$ cat src/rtl/d7s_scan_capture.sv
// Receive end of a multiplexed 3-digit 7-segment bus. Each digit is captured
// once its segment and select lines have been stable long enough, then
// decoded back to BCD. A frame pulse fires once all three digits are captured.
module d7s_scan_capture #(
    parameter int SETTLE_CYC = 4,
    parameter int ERR_W      = 8
) (
    input  logic             clk,
    input  logic             rst,
    input  logic [6:0]       seg,
    input  logic [2:0]       sel,
    output logic [3:0]       digit0,
    output logic [3:0]       digit1,
    output logic [3:0]       digit2,
    output logic [11:0]      value_bcd,
    output logic [2:0]       blank,
    output logic             frame_valid,
    output logic             err_pulse,
    output logic [ERR_W-1:0] err_count
);

    localparam logic [1:0] ST_WAIT   = 2'd0;
    localparam logic [1:0] ST_SETTLE = 2'd1;
    localparam logic [1:0] ST_HOLD   = 2'd2;

    localparam logic [3:0] CNT_MAX = 4'(SETTLE_CYC);
    localparam logic [3:0] CNT_CAP = 4'(SETTLE_CYC - 1);

    logic [6:0] s_seg, p_seg;
    logic [2:0] s_sel, p_sel;
    logic [3:0] cnt;
    logic [1:0] state, state_next;
    logic [2:0] mask;

    logic       change;
    logic       capture;
    logic       multi_hot;
    logic [3:0] dec_val;
    logic       dec_ok;
    logic       dec_blank;
    logic [2:0] mask_next;

    assign change    = (s_seg != p_seg) || (s_sel != p_sel);
    assign capture   = (state == ST_SETTLE) && !change && (cnt == CNT_CAP);
    assign multi_hot = (s_sel[0] & s_sel[1]) | (s_sel[0] & s_sel[2]) | (s_sel[1] & s_sel[2]);
    assign mask_next = mask | s_sel;
    assign value_bcd = {digit2, digit1, digit0};

    // NOTE: every always_comb output gets a default first so no path can infer a latch.
    always_comb begin
        dec_val   = 4'hF;
        dec_ok    = 1'b1;
        dec_blank = 1'b0;
        case (s_seg)
            7'h3F:   dec_val = 4'd0;
            7'h06:   dec_val = 4'd1;
            7'h5B:   dec_val = 4'd2;
            7'h4F:   dec_val = 4'd3;
            7'h66:   dec_val = 4'd4;
            7'h6D:   dec_val = 4'd5;
            7'h7D:   dec_val = 4'd6;
            7'h07:   dec_val = 4'd7;
            7'h7F:   dec_val = 4'd8;
            7'h6F:   dec_val = 4'd9;
            7'h00:   dec_blank = 1'b1;
            default: dec_ok = 1'b0;
        endcase
    end

    always_comb begin
        state_next = state;
        if (change) begin
            state_next = (s_sel == 3'b000) ? ST_WAIT : ST_SETTLE;
        end else if (capture) begin
            state_next = ST_HOLD;
        end
    end

    // NOTE: sequential state uses non-blocking assignments so every register samples pre-edge values.
    always_ff @(posedge clk or posedge rst) begin
        if (rst) begin
            s_seg <= '0;
            s_sel <= '0;
            p_seg <= '0;
            p_sel <= '0;
            cnt   <= '0;
            state <= ST_WAIT;
        end else begin
            s_seg <= seg;
            s_sel <= sel;
            p_seg <= s_seg;
            p_sel <= s_sel;
            state <= state_next;
            if (change) begin
                cnt <= '0;
            end else if (cnt != CNT_MAX) begin
                cnt <= cnt + 4'd1;
            end
        end
    end

    always_ff @(posedge clk or posedge rst) begin
        if (rst) begin
            digit0      <= '0;
            digit1      <= '0;
            digit2      <= '0;
            blank       <= '0;
            mask        <= '0;
            frame_valid <= 1'b0;
            err_pulse   <= 1'b0;
            err_count   <= '0;
        end else begin
            frame_valid <= 1'b0;
            err_pulse   <= 1'b0;
            if (capture) begin
                if (multi_hot || !dec_ok) begin
                    err_pulse <= 1'b1;
                    if (err_count != {ERR_W{1'b1}}) begin
                        err_count <= err_count + 1'b1;
                    end
                end else begin
                    if (s_sel[0]) digit0 <= dec_val;
                    if (s_sel[1]) digit1 <= dec_val;
                    if (s_sel[2]) digit2 <= dec_val;
                    blank <= (blank & ~s_sel) | (dec_blank ? s_sel : 3'b000);
                    // Completion clears the mask on the same edge the last digit lands.
                    if (mask_next == 3'b111) begin
                        mask        <= 3'b000;
                        frame_valid <= 1'b1;
                    end else begin
                        mask <= mask_next;
                    end
                end
            end
        end
    end

endmodule

$ cat config.mk
export PLATFORM = sky130hd
export DESIGN_NAME = d7s_scan_capture
export DESIGN_NICKNAME = d
export VERILOG_FILES = /design/src/rtl/d7s_scan_capture.sv
export SDC_FILE = /design/constraint.sdc
export NUM_CORES = 1
export LEC_CHECK = 0
export ABC_AREA = 1
export ABC_CLOCK_PERIOD_IN_PS = 1480
export BUFFER_PORTS_ARGS = -buffer_cell sky130_fd_sc_hd__buf_2
export CAP_MARGIN = 40
export CORE_MARGIN = 1.5
export CORE_UTILIZATION = 45
export CTS_BUF_LIST = sky130_fd_sc_hd__clkbuf_2
export DETAILED_ROUTE_END_ITERATION = 8
export MAX_ROUTING_LAYER = met4
export PLACE_DENSITY = 0.71
export REMOVE_ABC_BUFFERS = 1
export SETUP_SLACK_MARGIN = 0.3
export SLEW_MARGIN = 25
export SYNTH_ARGS = -nofsm -noshare
export SYNTH_HDL_FRONTEND = slang
export SYNTH_SLANG_ARGS = --single-unit
export TNS_END_PERCENT = 100
$ cat constraint.sdc
create_clock -name clk -period 1.48 [get_ports clk]
set_input_delay 0.074 -clock clk [delete_from_list [all_inputs] [get_ports clk]]
set_output_delay 0.074 -clock clk [all_outputs]
set_load 0.01 [all_outputs]
; ---- After elaboration in Yosys (flattened, before gate mapping)
; Index checks and enable logic that the tools add are counted.
[totals]
mem_count = 0
latch_bits = 0
word_cells = 74
ff_bits = 54
mem_bits_rw = 0
in_bits = 12
rom_bits = 0
[op_classes]
n_bitwise = 10
n_shift = 0
reduce_logical = 16
n_div = 0
n_addsub = 2
muxes = 15
n_mul = 0
n_eq_ne = 17
magnitude_cmp = 0
[op_table]
columns = op, count
row1 = "7-bit equality test, second input constant", 7
row2 = 4-bit case mux with 10 select lines, 1
row3 = "7-bit by 3-bit equality test with 1-bit output, second input constant", 2
row4 = 3-bit AND reduction, 4
row5 = 11-bit OR reduction, 1
row6 = "8-bit by 1-bit adder with 8-bit output, second input constant", 1
row7 = 1-bit two-way mux, 8
row8 = 4-bit two-way mux, 2
row9 = "8-bit inequality test, second input constant", 1
row10 = "7-bit by 6-bit equality test with 1-bit output, second input constant", 1
row11 = 7-bit logical NOT, 1
row12 = 7-bit inequality test, 1
row13 = 3-bit two-way mux, 2
row14 = 3-bit bitwise OR, 2
row15 = "4-bit by 1-bit adder with 4-bit output, second input constant", 1
row16 = "4-bit by 2-bit equality test with 1-bit output, second input constant", 1
row17 = 2-bit two-way mux, 2
row18 = "4-bit by 3-bit inequality test with 1-bit output, second input constant", 1
row19 = 2-bit nonzero test, 2
row20 = 1-bit bitwise AND, 3
row21 = 3-bit bitwise AND, 1
row22 = "3-bit equality test, second input constant", 1
row23 = 3-bit logical NOT, 1
row24 = 3-bit inequality test, 1
row25 = other kinds (8), 12

; ---- Logic depth before layout (Yosys ltp)
[depth]
depth_word = 7
ltp_mapped = 12
depth_no_buf = 11

; ---- Worst setup path before layout
; No wires, ideal clock.
[synth_timing]
kind = register -> register
from = register cnt[1]
to = register (tool-made name)
path_stages_with_launch = 9
path_buffers = 0
path_slack_ps = -103
synth_period_minus_slack_ps = 1583
arrival_ps = 1465
path_cell_list = dfrtp_1 ha_1 inv_1 nor2_1 nand4_1 nor3_4 nand4_1 nand2_1 nand2_1
[synth_rtl]
columns = element, line
row1 = start: declaration, 31  ; logic [3:0] cnt;
row2 = start signal: assignment, 97  ; cnt <= cnt + 4'd1;

; ---- Worst setup path in the final report
[layout_timing]
from = register s_seg[2]
to = register digit1[0]
[layout_between]
elab_chain_len = 7
[layout_lines]
columns = element, line
row1 = start: declaration, 29  ; logic [6:0] s_seg, p_seg;
row2 = start signal: assignment, 89  ; s_seg <= seg;
row3 = 7-bit equality test (tied with other cells), 54  ; case (s_seg)
row4 = 11-bit OR reduction (no line), -
row5 = 1-bit two-way mux, 54
row6 = 1-bit logical NOT, 116  ; if (multi_hot || !dec_ok) begin
row7 = 1-bit logical OR, 116
row8 = 1-bit inverter (no line), -
row9 = 3-bit AND reduction (no line), -
row10 = end signal: assignment, 123  ; if (s_sel[1]) digit1 <= dec_val;
row11 = end: declaration, 13  ; output logic [3:0] digit1,
; Parallel ways exist; a longest one is shown, timed or not.
; A chain may end at the register's enable or synchronous reset.

==> impl_summary.md <==
Outcome
The flow ran to the end, but the final reports show violations. The checks that failed: setup timing.

Finish
The number of cells in the finished layout apart from fillers is 530. The final layout contains 469 nets. The filler cells instantiated in the layout total 527. The antenna diode count is 0. The area growth from synthesis to layout is 37.6%. The fraction of final layout cells sized beyond drive strength 1 is 37.6%.

STA
The worst pin sits at a relative slew slack of 72.6%. The smallest clock period supported by the final layout is computed as 1.72 ns. Setup repair after global routing could not meet its margin everywhere.

The maximum clock skew at final layout is 0.0156 ns. Timing would allow up to 0.581 GHz. The portion of the clock cycle consumed by the worst path in the final layout is 116%. The final critical-path setup slack is -0.243 ns. Setup violations remaining at the end of the flow were counted as 34. The final max-slew violation count is 0. The total count of hold-check failures in the final report is 0. At the pin with the least slew margin, the transition time is 0.412 ns. The tightest hold path in the finished design has a slack of 0.155 ns.

Floorplan
The floorplan core area is 5920 um^2. The number of placement rows is 28. The die covers 6600 um^2.

Pin placement for this block handled 49 I/O pins. Measured along the y axis, the die boundary spans 81.2 um. The initial core utilization is 46.5%.

From left edge to right edge, the die measures 81.2 um.

Critical path
The category of the worst setup path launch point is a flip-flop. The maximum fanout encountered on the critical timing path is 7. Data on the critical path arrives at its endpoint at 2.10 ns. The worst setup path is captured at a flip-flop. The path type of the worst setup path is reg -> reg. At the worst endpoint, the required time is 1.85 ns.

GRT
Entering global routing, the biggest net connects 33 pins. The total overflow reported by the global router is 0. The initial antenna violation count is 0. The wire length of the first global-routing pass is 10.4 mm. The number of global-route vias before repair was 2415. Global routing consumed, over all layers together, 20.9% of the routing resources.

Route
The highest routing layer actually used is met4. Dividing the detail-routed wire length by the instance count gives 12.1 um. The met3 wirelength from detailed routing is 186 um.

The routed layout has 2592 vias. The detailed-route DRC error count is 0. Before antenna repair, the detailed router went through 4 iterations. In this run, the number of DRC markers left after iteration 0 of detailed routing was 114.

The number of nets still failing antenna checks after routing is 0. For this block, wires on met1 add up to 2.77 mm. The number of vias per cell is 4.89. Summed over all layers, the routed wires come to 6.39 mm. The length of routed met2 wiring is 3.38 mm.

Clock network
The clock sink total is 54. The clock passes through at most 2 buffers. The number of levels in the clock H-tree is 2. In this run the clock root is driven by a clkbuf_2. At the later pin of the worst-skew pair, clock insertion delay measures 0.44 ns.

Counting the buffers created by CTS gives 5. The CTS tree is yes. Clock-pin slew was measured on the worst setup and hold paths at 0.28 ns.

Power and ir drop
The leakage power is 0.00204 uW. In this run the power density over the cells is 688 nW/um^2. The total power after layout is 2610 uW.

VDD sags by at most 0.566 mV.

Synth
The distinct cell type count after synthesis is 26. The synthesized area divided by synthesized cell count is 7.89 um^2. Counting every instance in the synthesized netlist gives 349. The flip-flop and latch count after synthesis is 54. For this run, the number of Yosys warnings is 0. The sequential cell area fraction in the yosys report is 49.1%. The summed instance area of the synthesized netlist is 2750 um^2.

Job
Across the run, the number of max-cap violations was 0.

Place
The post-detailed-placement half-perimeter wirelength is 4.48 mm. The count of buffers added on input and output ports is 48. The number of placed instances with taps included is 497.

The routability congestion estimate is 0.867.

Worst hold path
The classification of the worst-slack hold path is in -> async.
[where the power goes]
part	leakage, uW	internal (uW)	switching (uW)
logic	0.00131	126	167
registers	0.000699	1510	30.4
clock network	0.0000392	291	482
total	0.00204	1930	680
[cell usage in the layout (no fill, tap or decap)]
cell and n:
dlygate4sd3_1 11, and2_4 1, buf_4 45, buf_2 45
nor2_1 27, o21ai_0 4, dfrtp_1 49, o21ai_2 1
nand3_4 4, dfrtp_2 5, clkbuf_2 6, ha_2 1
bufinv_16 1, nand2_1 113, clkinvlp_4 1, inv_2 8
inv_6 1, nand3_2 2, nand2_2 13, nand4_1 15
inv_1 29, nor3_4 1, xor2_1 6, buf_6 11
nor2_2 10, a21oi_2 1, a21boi_0 1, o21ai_1 2
nor3_2 1, nor3_1 4, a31oi_4 1, nand2_8 1
a21oi_1 4, nand3_1 17, ha_1 2, nor2_4 11
[metrics by stage]
| step | TNS (ns) | worst slack (ns) | area (um^2) | util, % |
|---|---|---|---|---|
| 3_3_place_gp | -5.87 | -0.272 | 3270 | 55.3 |
| 5_1_grt | -11.05 | -0.430 | 3790 | 64.0 |
| 2_1_floorplan | -2.60 | -0.113 | 2640 | - |
| 3_5_place_dp | -6.78 | -0.294 | 3270 | 55.3 |
| 4_1_cts | -5.78 | -0.254 | 3640 | 61.5 |
| 6_report | -6.28 | -0.243 | 3790 | 64.0 |
[final cells by class]
type                    instances  area (um^2)  share of cell area [%]
flip-flops and latches         54         1360                    35.8
multi-input cells             243         1330                    35.0
repair buffers                112          797                    21.0
inverters                      38          148                    3.90
well taps                      75         93.8                    2.48
clock inverters                 2         37.5                   0.990
clock buffers                   6         30.0                   0.792
[routing by layer]
metal,track usage [%],up-vias
li1,-,1301
met1,24.1,1238
met5,-,-
met3,3.71,7
met4,3.62,0
met2,38.3,46
[worst paths after layout]
path | from | end | slack, ns | cells past startpoint
max | s_seg[2]$_DFF_PP0_ | digit1[0]$_DFFE_PP0P_ | -0.24 | 9
max in group asynchronous | rst | p_sel[0]$_DFF_PP0_ | 0.97 | 4
min in group clk | sel[2] | s_sel[2]$_DFF_PP0_ | 0.24 | 2
min | rst | s_sel[2]$_DFF_PP0_ | 0.15 | 4
min reg2reg | s_sel[0]$_DFF_PP0_ | p_sel[0]$_DFF_PP0_ | 0.48 | 0
max reg2reg | s_seg[2]$_DFF_PP0_ | digit1[0]$_DFFE_PP0P_ | -0.24 | 9
[flip-flops by register name (all words and copies together) (netlist names), named ones only]
name / flops
cnt: 4
digit0: 4
digit1: 4
digit2: 4
err_count: 8
err_pulse: 1
frame_valid: 1
mask: 3
p_seg: 7
p_sel: 3
s_seg: 7
s_sel: 3
state: 2
[critical path, stage by stage, from the launching register on]
cell and delay [ns]:
dfrtp_2 0.49, inv_1 0.06, nand2_1 0.06, nand2_1 0.08
nor2_4 0.15, nand3_4 0.11, nor3_4 0.26, nand4_1 0.26
nand2_1 0.15, nand2_1 0.05
[synth_stat cells, drive strengths merged]
library cell | instances | share of area [%]
nand3 | 23 | 5.2
and2 | 1 | 0.23
ha | 3 | 1.4
xor2 | 6 | 1.9
buf | 15 | 4.1
nor2 | 47 | 7.6
a21boi | 1 | 0.27
nand4 | 15 | 3.4
a21oi | 5 | 0.91
a31oi | 1 | 0.23
nor3 | 6 | 1.5
dfrtp | 54 | 49
inv | 38 | 5.2
nand2 | 127 | 18
o21ai | 7 | 1.3
[timing repair]
action / 4_1_cts / 5_1_grt
endpoints found under the hold margin: 64 / 0
resized for setup: 34 / 36
setup endpoints to repair: 37 / 48
setup buffers: 10 / 3
cloned: 1 / 0
pin swaps: 23 / 25
hold buffers: 11 / 0
[cell families after synthesis]
family | Yosys count | share of synthesized area (%)
compound gates | 14 | 2.68
xor+xnor | 6 | 1.91
fa+ha+maj | 3 | 1.36
buf+inv | 53 | 9.31
flops | 54 | 49.1
simple gates | 219 | 35.7
No activity file was read; power rests on OpenSTA's default activity.
